File: src/rtl/sample_readback.sv
// Read-back engine: walks an address window through the memory controller's read port,
// then streams the returned words through a FIFO or checks them against an address pattern.
module sample_readback #(
  parameter int ADDR_WIDTH      = 23,
  parameter int DATA_WIDTH      = 32,
  parameter int MAX_OUTSTANDING = 4,
  parameter int ERR_WIDTH       = 16
) (
  input  logic                  clk,
  input  logic                  rst,
  input  logic                  start,
  input  logic [ADDR_WIDTH-1:0] base_addr,
  input  logic [ADDR_WIDTH:0]   word_count,
  input  logic                  check_mode,
  input  logic                  mem_busy,
  output logic [ADDR_WIDTH-1:0] mem_addr,
  output logic                  mem_rd_valid,
  input  logic [DATA_WIDTH-1:0] mem_data,
  input  logic                  mem_data_valid,
  output logic [DATA_WIDTH-1:0] out_data,
  output logic                  out_valid,
  input  logic                  out_ready,
  output logic                  busy,
  output logic                  done,
  output logic [ERR_WIDTH-1:0]  err_count,
  output logic [ADDR_WIDTH-1:0] first_err_addr
);

  localparam int CW = $clog2(MAX_OUTSTANDING) + 1;
  localparam int PW = $clog2(MAX_OUTSTANDING);
  localparam logic [CW-1:0] MAX_C = CW'(MAX_OUTSTANDING);

  typedef enum logic [1:0] {IDLE, ISSUE, DRAIN, DONE} state_t;

  state_t                state, state_nxt;
  logic [ADDR_WIDTH-1:0] req_addr, rsp_addr;
  logic [ADDR_WIDTH:0]   req_left;
  logic                  mode;
  logic [CW-1:0]         in_flight, fifo_cnt;
  logic [PW-1:0]         wr_ptr, rd_ptr;
  logic [DATA_WIDTH-1:0] fifo_mem [MAX_OUTSTANDING];
  logic [CW:0]           occupancy;
  logic                  credit_ok, start_acc, req_fire, rsp_acc;
  logic                  fifo_wr, fifo_rd, mismatch;

  function automatic logic [DATA_WIDTH-1:0] addr_pattern(input logic [ADDR_WIDTH-1:0] a);
    logic [DATA_WIDTH+ADDR_WIDTH-1:0] ext;
    ext = {{DATA_WIDTH{1'b0}}, a};
    return ext[DATA_WIDTH-1:0];
  endfunction

  function automatic logic [ERR_WIDTH-1:0] sat_inc(input logic [ERR_WIDTH-1:0] v);
    return (&v) ? v : v + 1'b1;
  endfunction

  // Words in flight and words parked in the FIFO share one credit pool,
  // so the FIFO can never be overrun by returning data.
  assign occupancy    = {1'b0, in_flight} + {1'b0, fifo_cnt};
  assign credit_ok    = occupancy < {1'b0, MAX_C};
  assign start_acc    = (state == IDLE) && start && (word_count != '0);
  assign mem_rd_valid = (state == ISSUE) && credit_ok && !mem_busy;
  assign req_fire     = mem_rd_valid;
  // After a mid-sweep reset in_flight is 0, so stale returns fall through here.
  assign rsp_acc      = mem_data_valid && (in_flight != '0);
  assign mismatch     = mem_data != addr_pattern(rsp_addr);
  assign out_valid    = fifo_cnt != '0;
  assign fifo_rd      = out_valid && out_ready;
  assign fifo_wr      = rsp_acc && !mode && ((fifo_cnt != MAX_C) || fifo_rd);
  assign out_data     = out_valid ? fifo_mem[rd_ptr] : '0;
  assign mem_addr     = req_addr;
  assign busy         = (state == ISSUE) || (state == DRAIN);
  assign done         = state == DONE;

  always_comb begin
    state_nxt = state;
    case (state)
      IDLE:  if (start && word_count == '0) state_nxt = DONE;
             else if (start_acc)            state_nxt = ISSUE;
      ISSUE: if (req_fire && req_left == (ADDR_WIDTH+1)'(1)) state_nxt = DRAIN;
      DRAIN: if (in_flight == '0 && fifo_cnt == '0) state_nxt = DONE;
      DONE:  state_nxt = IDLE;
      default: state_nxt = IDLE;
    endcase
  end

  always_ff @(posedge clk) begin
    if (rst) begin
      state          <= IDLE;
      req_addr       <= '0;
      rsp_addr       <= '0;
      req_left       <= '0;
      mode           <= 1'b0;
      in_flight      <= '0;
      fifo_cnt       <= '0;
      wr_ptr         <= '0;
      rd_ptr         <= '0;
      err_count      <= '0;
      first_err_addr <= '0;
    end else begin
      state <= state_nxt;
      if (start_acc) begin
        req_addr       <= base_addr;
        rsp_addr       <= base_addr;
        req_left       <= word_count;
        mode           <= check_mode;
        err_count      <= '0;
        first_err_addr <= '0;
      end else begin
        if (req_fire) begin
          req_addr <= req_addr + 1'b1;
          req_left <= req_left - 1'b1;
        end
        if (rsp_acc) begin
          rsp_addr <= rsp_addr + 1'b1;
          if (mode && mismatch) begin
            err_count <= sat_inc(err_count);
            if (err_count == '0) first_err_addr <= rsp_addr;
          end
        end
      end

      if (req_fire && !rsp_acc)      in_flight <= in_flight + 1'b1;
      else if (!req_fire && rsp_acc) in_flight <= in_flight - 1'b1;

      if (fifo_wr && !fifo_rd)      fifo_cnt <= fifo_cnt + 1'b1;
      else if (!fifo_wr && fifo_rd) fifo_cnt <= fifo_cnt - 1'b1;
      if (fifo_wr) wr_ptr <= wr_ptr + 1'b1;
      if (fifo_rd) rd_ptr <= rd_ptr + 1'b1;
    end
  end

  // FIFO storage is data only; validity lives entirely in fifo_cnt.
  always_ff @(posedge clk) begin
    if (fifo_wr) fifo_mem[wr_ptr] <= mem_data;
  end

endmodule

File: config.mk
export PLATFORM = sky130hd
export DESIGN_NAME = sample_readback
export DESIGN_NICKNAME = d
export VERILOG_FILES = /design/src/rtl/sample_readback.sv
export SDC_FILE = /design/constraint.sdc
export NUM_CORES = 1
export LEC_CHECK = 0
export BUFFER_PORTS_ARGS = -buffer_cell sky130_fd_sc_hd__clkbuf_2
export CAP_MARGIN = 30
export CELL_PAD_IN_SITES_DETAIL_PLACEMENT = 0
export CELL_PAD_IN_SITES_GLOBAL_PLACEMENT = 2
export CORE_AREA = 10 10 178 180
export CTS_CLUSTER_SIZE = 14
export DETAILED_ROUTE_END_ITERATION = 16
export DIE_AREA = 0 0 188 190
export MAX_ROUTING_LAYER = met4
export PLACE_DENSITY_LB_ADDON = 0.2
export REMOVE_ABC_BUFFERS = 1
export SETUP_SLACK_MARGIN = 0.5
export SYNTH_ARGS = -nofsm -noshare
export SYNTH_HDL_FRONTEND = slang
export SYNTH_SLANG_ARGS = --single-unit
File: constraint.sdc
create_clock -name clk -period 6.3 [get_ports clk]
set_input_delay 0.63 -clock clk [delete_from_list [all_inputs] [get_ports clk]]
set_output_delay 0.63 -clock clk [all_outputs]
set_load 0.02 [all_outputs]
-- After elaboration in Yosys (flattened, before gate mapping)
Memories as Yosys holds them, arrays and structs flattened. A register that Yosys moved wholly into a read port is not among the register bits.
Cells that the tools add are included.
- flip-flop bits (word level): 122
- output and inout port bits: 98
- bits in writable memories: 128
- latch bits: 0
- memories: 1
- ROM bits: 0
- memory list (name ; depth ; width ; read ports ; clocked after Yosys merged registers in ; write ports ; RTL line ; RTL):
    fifo_mem ; 4 ; 32 ; 1 ; 1 ; 1 ; 41 ; logic [DATA_WIDTH-1:0] fifo_mem [MAX_OUTSTANDING];
- $lt $le $gt $ge: 1
- $mul: 0
- shifts and indexed selects: 0
- muxes and demuxes: 20
- reductions and logical operators: 41
- equality and inequality tests: 9
- add/sub/neg operators: 11
- bitwise operators: 1
- divide/modulo/power cells: 0
- operators with widths (operator ; number):
    $mux 23 ; 4
    $mux 24 ; 2
    $add 23x1->23 const B ; 2
    $mux 32 ; 1
    $ne 32x23->1 ; 1
    $eq 24x1->1 const B ; 1
    $logic_not 24->1 ; 1
    $reduce_bool 24->1 ; 1
    $sub 24x1->24 const B ; 1
    $add 16x1->16 const B ; 1
    $logic_and 1x1->1 ; 16
    $logic_not 16->1 ; 1
    $reduce_and 16->1 ; 1
    $mux 2 ; 6
    $mux 3 ; 4
    $reduce_and 3->1 ; 3
    $pmux 2 s4 ; 1
    $reduce_bool 2->1 ; 4
    $add 3x1->3 const B ; 2
    $logic_not 1->1 ; 6
    $logic_not 3->1 ; 2
    $reduce_bool 3->1 ; 2
    $sub 3x1->3 const B ; 2
    $add 2x1->2 const B ; 2
    12 further kinds ; 16

-- Longest topological paths before layout
- depth after elaboration: 8
- depth in mapped cells: 12
- gate-level depth less buffers: 11

-- Least setup slack after synthesis
No wires, ideal clock.
- path type: input -> register
- start point: input port mem_busy
- end point: register in_flight[2]
- slack: 3.359 ns
- required time: 6.230 ns
- cell stages on the path: 10
- data arrival time: 2.870 ns
- path through: nor3b_1 > nand3_1 > inv_1 > buf_1 > ha_1 > inv_1 > fa_1 > xor2_1 > or3_1 > a21oi_1
- longest elaborated chain between the ends: 5
- elaborated cells on any way between the ends: 7
- those cells by class: 1 x mux; 6 x reduce/logical
- RTL lines (element ; RTL line ; RTL):
    start, declared ; 15 ; input logic mem_busy,
    $logic_not 1->1 (*) ; 61 ; assign mem_rd_valid = (state == ISSUE) && credit_ok && !mem_busy;
    $logic_and 1x1->1 (*) ; 61 ;
    via mem_rd_valid ; 17 ; output logic mem_rd_valid,
    $logic_not 1->1 ; 123 ; else if (!req_fire && rsp_acc) in_flight <= in_flight - 1'b1;
    $logic_and 1x1->1 ; 123 ;
    $reduce_bool 2->1 (no line) ; n/a ;
    end signal, assigned ; 122 ; if (req_fire && !rsp_acc) in_flight <= in_flight + 1'b1;
    end signal, assigned ; 123 ;
    end, declared ; 39 ; logic [CW-1:0] in_flight, fifo_cnt;
The timed path passes the listed nets; every way through them passes the cells marked *.
A chain may end at the register's enable or synchronous reset.

-- Worst setup path in the final report
- start point: register state[1]
- end point: output port mem_rd_valid
- longest elaborated chain between the ends: 3
- RTL lines (element ; RTL line ; RTL):
    start, declared ; 35 ; state_t state, state_nxt;
    start signal, assigned ; 100 ; state <= state_nxt;
    $eq 2x1->1 ; 61 ;
    $logic_and 1x1->1 (2 in series) ; 61 ;
    end, declared ; 17 ;
No other way between the ends.

==> run summary <==
min-delay src: mem_data[30]
CTS Sinks: 252
P_leak: 4.91 nW
R2R depth: 11
layout cells sized above 1: 24.9%
syn avg cell area: 12.0 sq um
Die X-Extent: 188 microns
Slew HR: 30.6%
critical-path maximum fanout: 16
total track usage: 16.9%
worst setup path class: reg -> out
slowest CP cell: inv_1
outcome: completed
Worst Path Arrival: 2.84 ns
Pre-antenna DRT Iters: 4
Clock Path Buffers: 3
Antenna Cells: 0
RSZ-0062 raised after global routing: false
post_cts resized: 0
Peak VDD IR: 0.169 mV
Synth Register Bits: 252
CTS clk-pin slew, worst paths: 0.06 ns
Critical R2R Launch: state[1]
first-pass GRT wire length: 47200 microns
setup_tns: 0 ns
Seq/Total Area, Yosys: 55.7%
part of the power in combinational logic: 29.2%
met3 Track Usage GR: 2.97%
H-tree Lvls: 1
max_cap viols: 0
worst reg2reg path endpoint: in_flight[2]
FF/Latch Area: 6330 sq um
yosys warns: 0
IO Port Bufs: 183
Vias/cell: 5.15
Slew @ Worst Pin: 1.04 ns
Power Density: 404 nW/um^2
Clock Latency Late Sink: 0.55 ns
Final HPWL DP: 21300 microns
setup repair bufs after CTS: 0
final setup vio count: 0
placed cells: 1475
internal reg-to-reg setup slack: 2.88 ns
WL final: 30100 microns
largest net degree at the start of global routing: 86
Antenna Nets Post-Route: 0
cts bufs inserted: 28
Net Sw Power: 1.88 mW
sw frac: 34.3%
die footprint: 35700 sq um
number of synthesized flops with an enable pin: 128
top_reg_cell synth: edfxtp_1
Starting Density: 40.2%
crit share post-route: 55.1%
site row count: 62
Setup crit end kind: primary output
hold path cells: 1
Final Net Count: 1228
Final Hold Violating Endpoints: 0
Final Non-Filler Cells: 1527
IO Count: 184
Post-Syn Area: 11400 sq um
GP Congestion: 0.781
Sequential Power Share: 41.9%
Detailed Route Iter0 Violations: 451
most common cell after layout, fill and taps aside: clkbuf_2
Critical Path Start Type: flip-flop
CTS tree: yes
DR WL/cell: 19.7 microns
die height: 190 microns
crit-path max cell delay: 0.60 ns
grt met2 use: 27.1%
fin. max-slew vios: 0
vias: 7864
Final min period: 3.47 ns
CTS root buf: clkbuf_16
Worst path most repeated cell: inv_1
Post-synth ARST share: 0%
area of the multi-input gates: 4740 sq um
Hold Crit Class: in -> reg
critical path cell sequence: inv_1, ha_1, nor3b_1, nand3_1, inv_1, clkbuf_2
P_int: 3.59 mW
# hold bufs at CTS: 0
Layout area overhead: 19.0%
gate count after technology mapping: 949
Required @ worst endpoint: 5.67 ns
total global routing overflow: 0
antenna violations before repair: 0
Distinct cells, synth: 53
Fmax: 288 MHz
number of global-route vias before repair: 8096
Clock Skew: 0.0154 ns
Remaining DRCs: 0
grt met1 use: 22.0%
worst hold endpoint: fifo_mem[0][30]
clock network fraction of total power: 28.9%
commonest non-fill, non-tap cells in the layout: clkbuf_2 (187), edfxtp_1 (128), dfxtp_1 (123)
Core Region: 28200 sq um
Fill cells: 2664
GRT Max-Usage Layer: met2
-- logic make-up after synthesis --
| family | count (synthesis) | share of synthesized area [%] |
|---|---|---|
| simple gates | 317 | 15.0 |
| flops | 252 | 55.7 |
| compound gates | 124 | 7.22 |
| xor+xnor | 98 | 7.55 |
| buf+inv | 71 | 2.78 |
| mux | 66 | 9.34 |
| fa+ha+maj | 21 | 2.44 |
-- area by class of cell --
class,instances,area share (%)
clock buffer,45,6.06
clock inverter,7,0.648
timing repair buffer,195,7.44
tap,384,3.55
multi-input combinational,626,35.0
sequential,252,46.8
inverter,18,0.500
-- metrics by stage --
| stage | cell area (sq um) | hold WS, ns | total power, mW | util (%) | worst slack, ns |
|---|---|---|---|---|---|
| global placement | 12600 | 0.475 | 3.94 | 44.7 | 2.90 |
| floorplan | 11100 | 0.453 | 3.37 | - | 1.68 |
| finish | 13500 | 0.319 | 5.47 | 47.9 | 2.83 |
| global route | 13500 | 0.307 | 5.79 | 47.9 | 2.55 |
| CTS | 13500 | 0.290 | 5.55 | 47.9 | 2.79 |
| detailed placement | 12600 | 0.481 | 3.94 | 44.7 | 2.81 |
-- worst max-delay path: cells and delay by family (launching register included) --
| family | cells | cell delay [ns] |
|---|---|---|
| adder cells (fa/ha/maj) | 1 | 0.21 |
| flip-flops | 1 | 0.33 |
| buffers and inverters | 3 | 0.98 |
| AND/OR/NAND/NOR | 2 | 0.77 |
-- synthesized netlist by cell type (2+ instances only) --
cell | instances | area [sq um]
inv_1 | 18 | 67.6
o31ai_1 | 3 | 22.5
o211ai_1 | 3 | 22.5
and4_1 | 7 | 61.3
edfxtp_1 | 128 | 3840
xor2_1 | 41 | 359
o21bai_1 | 23 | 173
nor4b_1 | 2 | 17.5
or3_1 | 14 | 87.6
nor4_1 | 18 | 113
a21oi_1 | 50 | 250
buf_6 | 2 | 22.5
xnor2_1 | 57 | 499
nor4_4 | 2 | 42.5
nor2_1 | 78 | 293
a211oi_1 | 25 | 188
or4_1 | 5 | 37.5
and3_1 | 15 | 93.8
ha_1 | 19 | 238
fa_1 | 2 | 40.0
dfxtp_1 | 124 | 2480
a211oi_2 | 3 | 37.5
nand3_1 | 28 | 140
nor3b_1 | 3 | 22.5
mux2i_1 | 34 | 340
clkbuf_1 | 24 | 90.1
a211o_1 | 2 | 17.5
nand4_1 | 37 | 231
and2_1 | 39 | 244
a31oi_1 | 3 | 18.8
buf_1 | 2 | 7.51
nor3_1 | 17 | 85.1
o21ai_0 | 4 | 20.0
mux4_2 | 32 | 721
nand2_1 | 44 | 165
o31a_1 | 2 | 17.5
buf_2 | 23 | 115
-- state kept, by name (all words and copies together) (netlist names), 3 cells and up, named ones only --
name            flops
rsp_addr           23
fifo_mem          128
in_flight           3
first_err_addr     23
err_count          16
mem_addr           23
fifo_cnt            3
req_left           24
-- per-layer routing --
layer / vias to the layer above / part of all wire (%)
li1: 3848 / -
met1: 3806 / 46
met2: 175 / 47
met3: 35 / 4.7
met4: 0 / 1.7
met5: - / 0
-- power groups by stage --
stage	Sequential, mW	Clock (mW)	Combinational [mW]
after floorplan	2.31	0	1.05
after global placement	2.32	0	1.61
after detailed placement	2.33	0	1.61
after CTS	2.30	1.63	1.62
after global routing	2.33	1.69	1.77
final	2.29	1.58	1.59
-- worst max-delay path by stage --
stage,from,endpoint,slack (ns),depth (start not counted)
2_1_floorplan,word_count[5],err_count[12],1.68,6
3_3_place_gp,mem_busy,in_flight[2],2.90,10
3_5_place_dp,mem_data_valid,fifo_mem[2][10],2.81,6
4_1_cts,state[1],mem_rd_valid,2.79,6
5_1_grt,state[1],mem_rd_valid,2.55,6
6_report,state[1],mem_rd_valid,2.83,6
(Power assumes the default switching activity.)
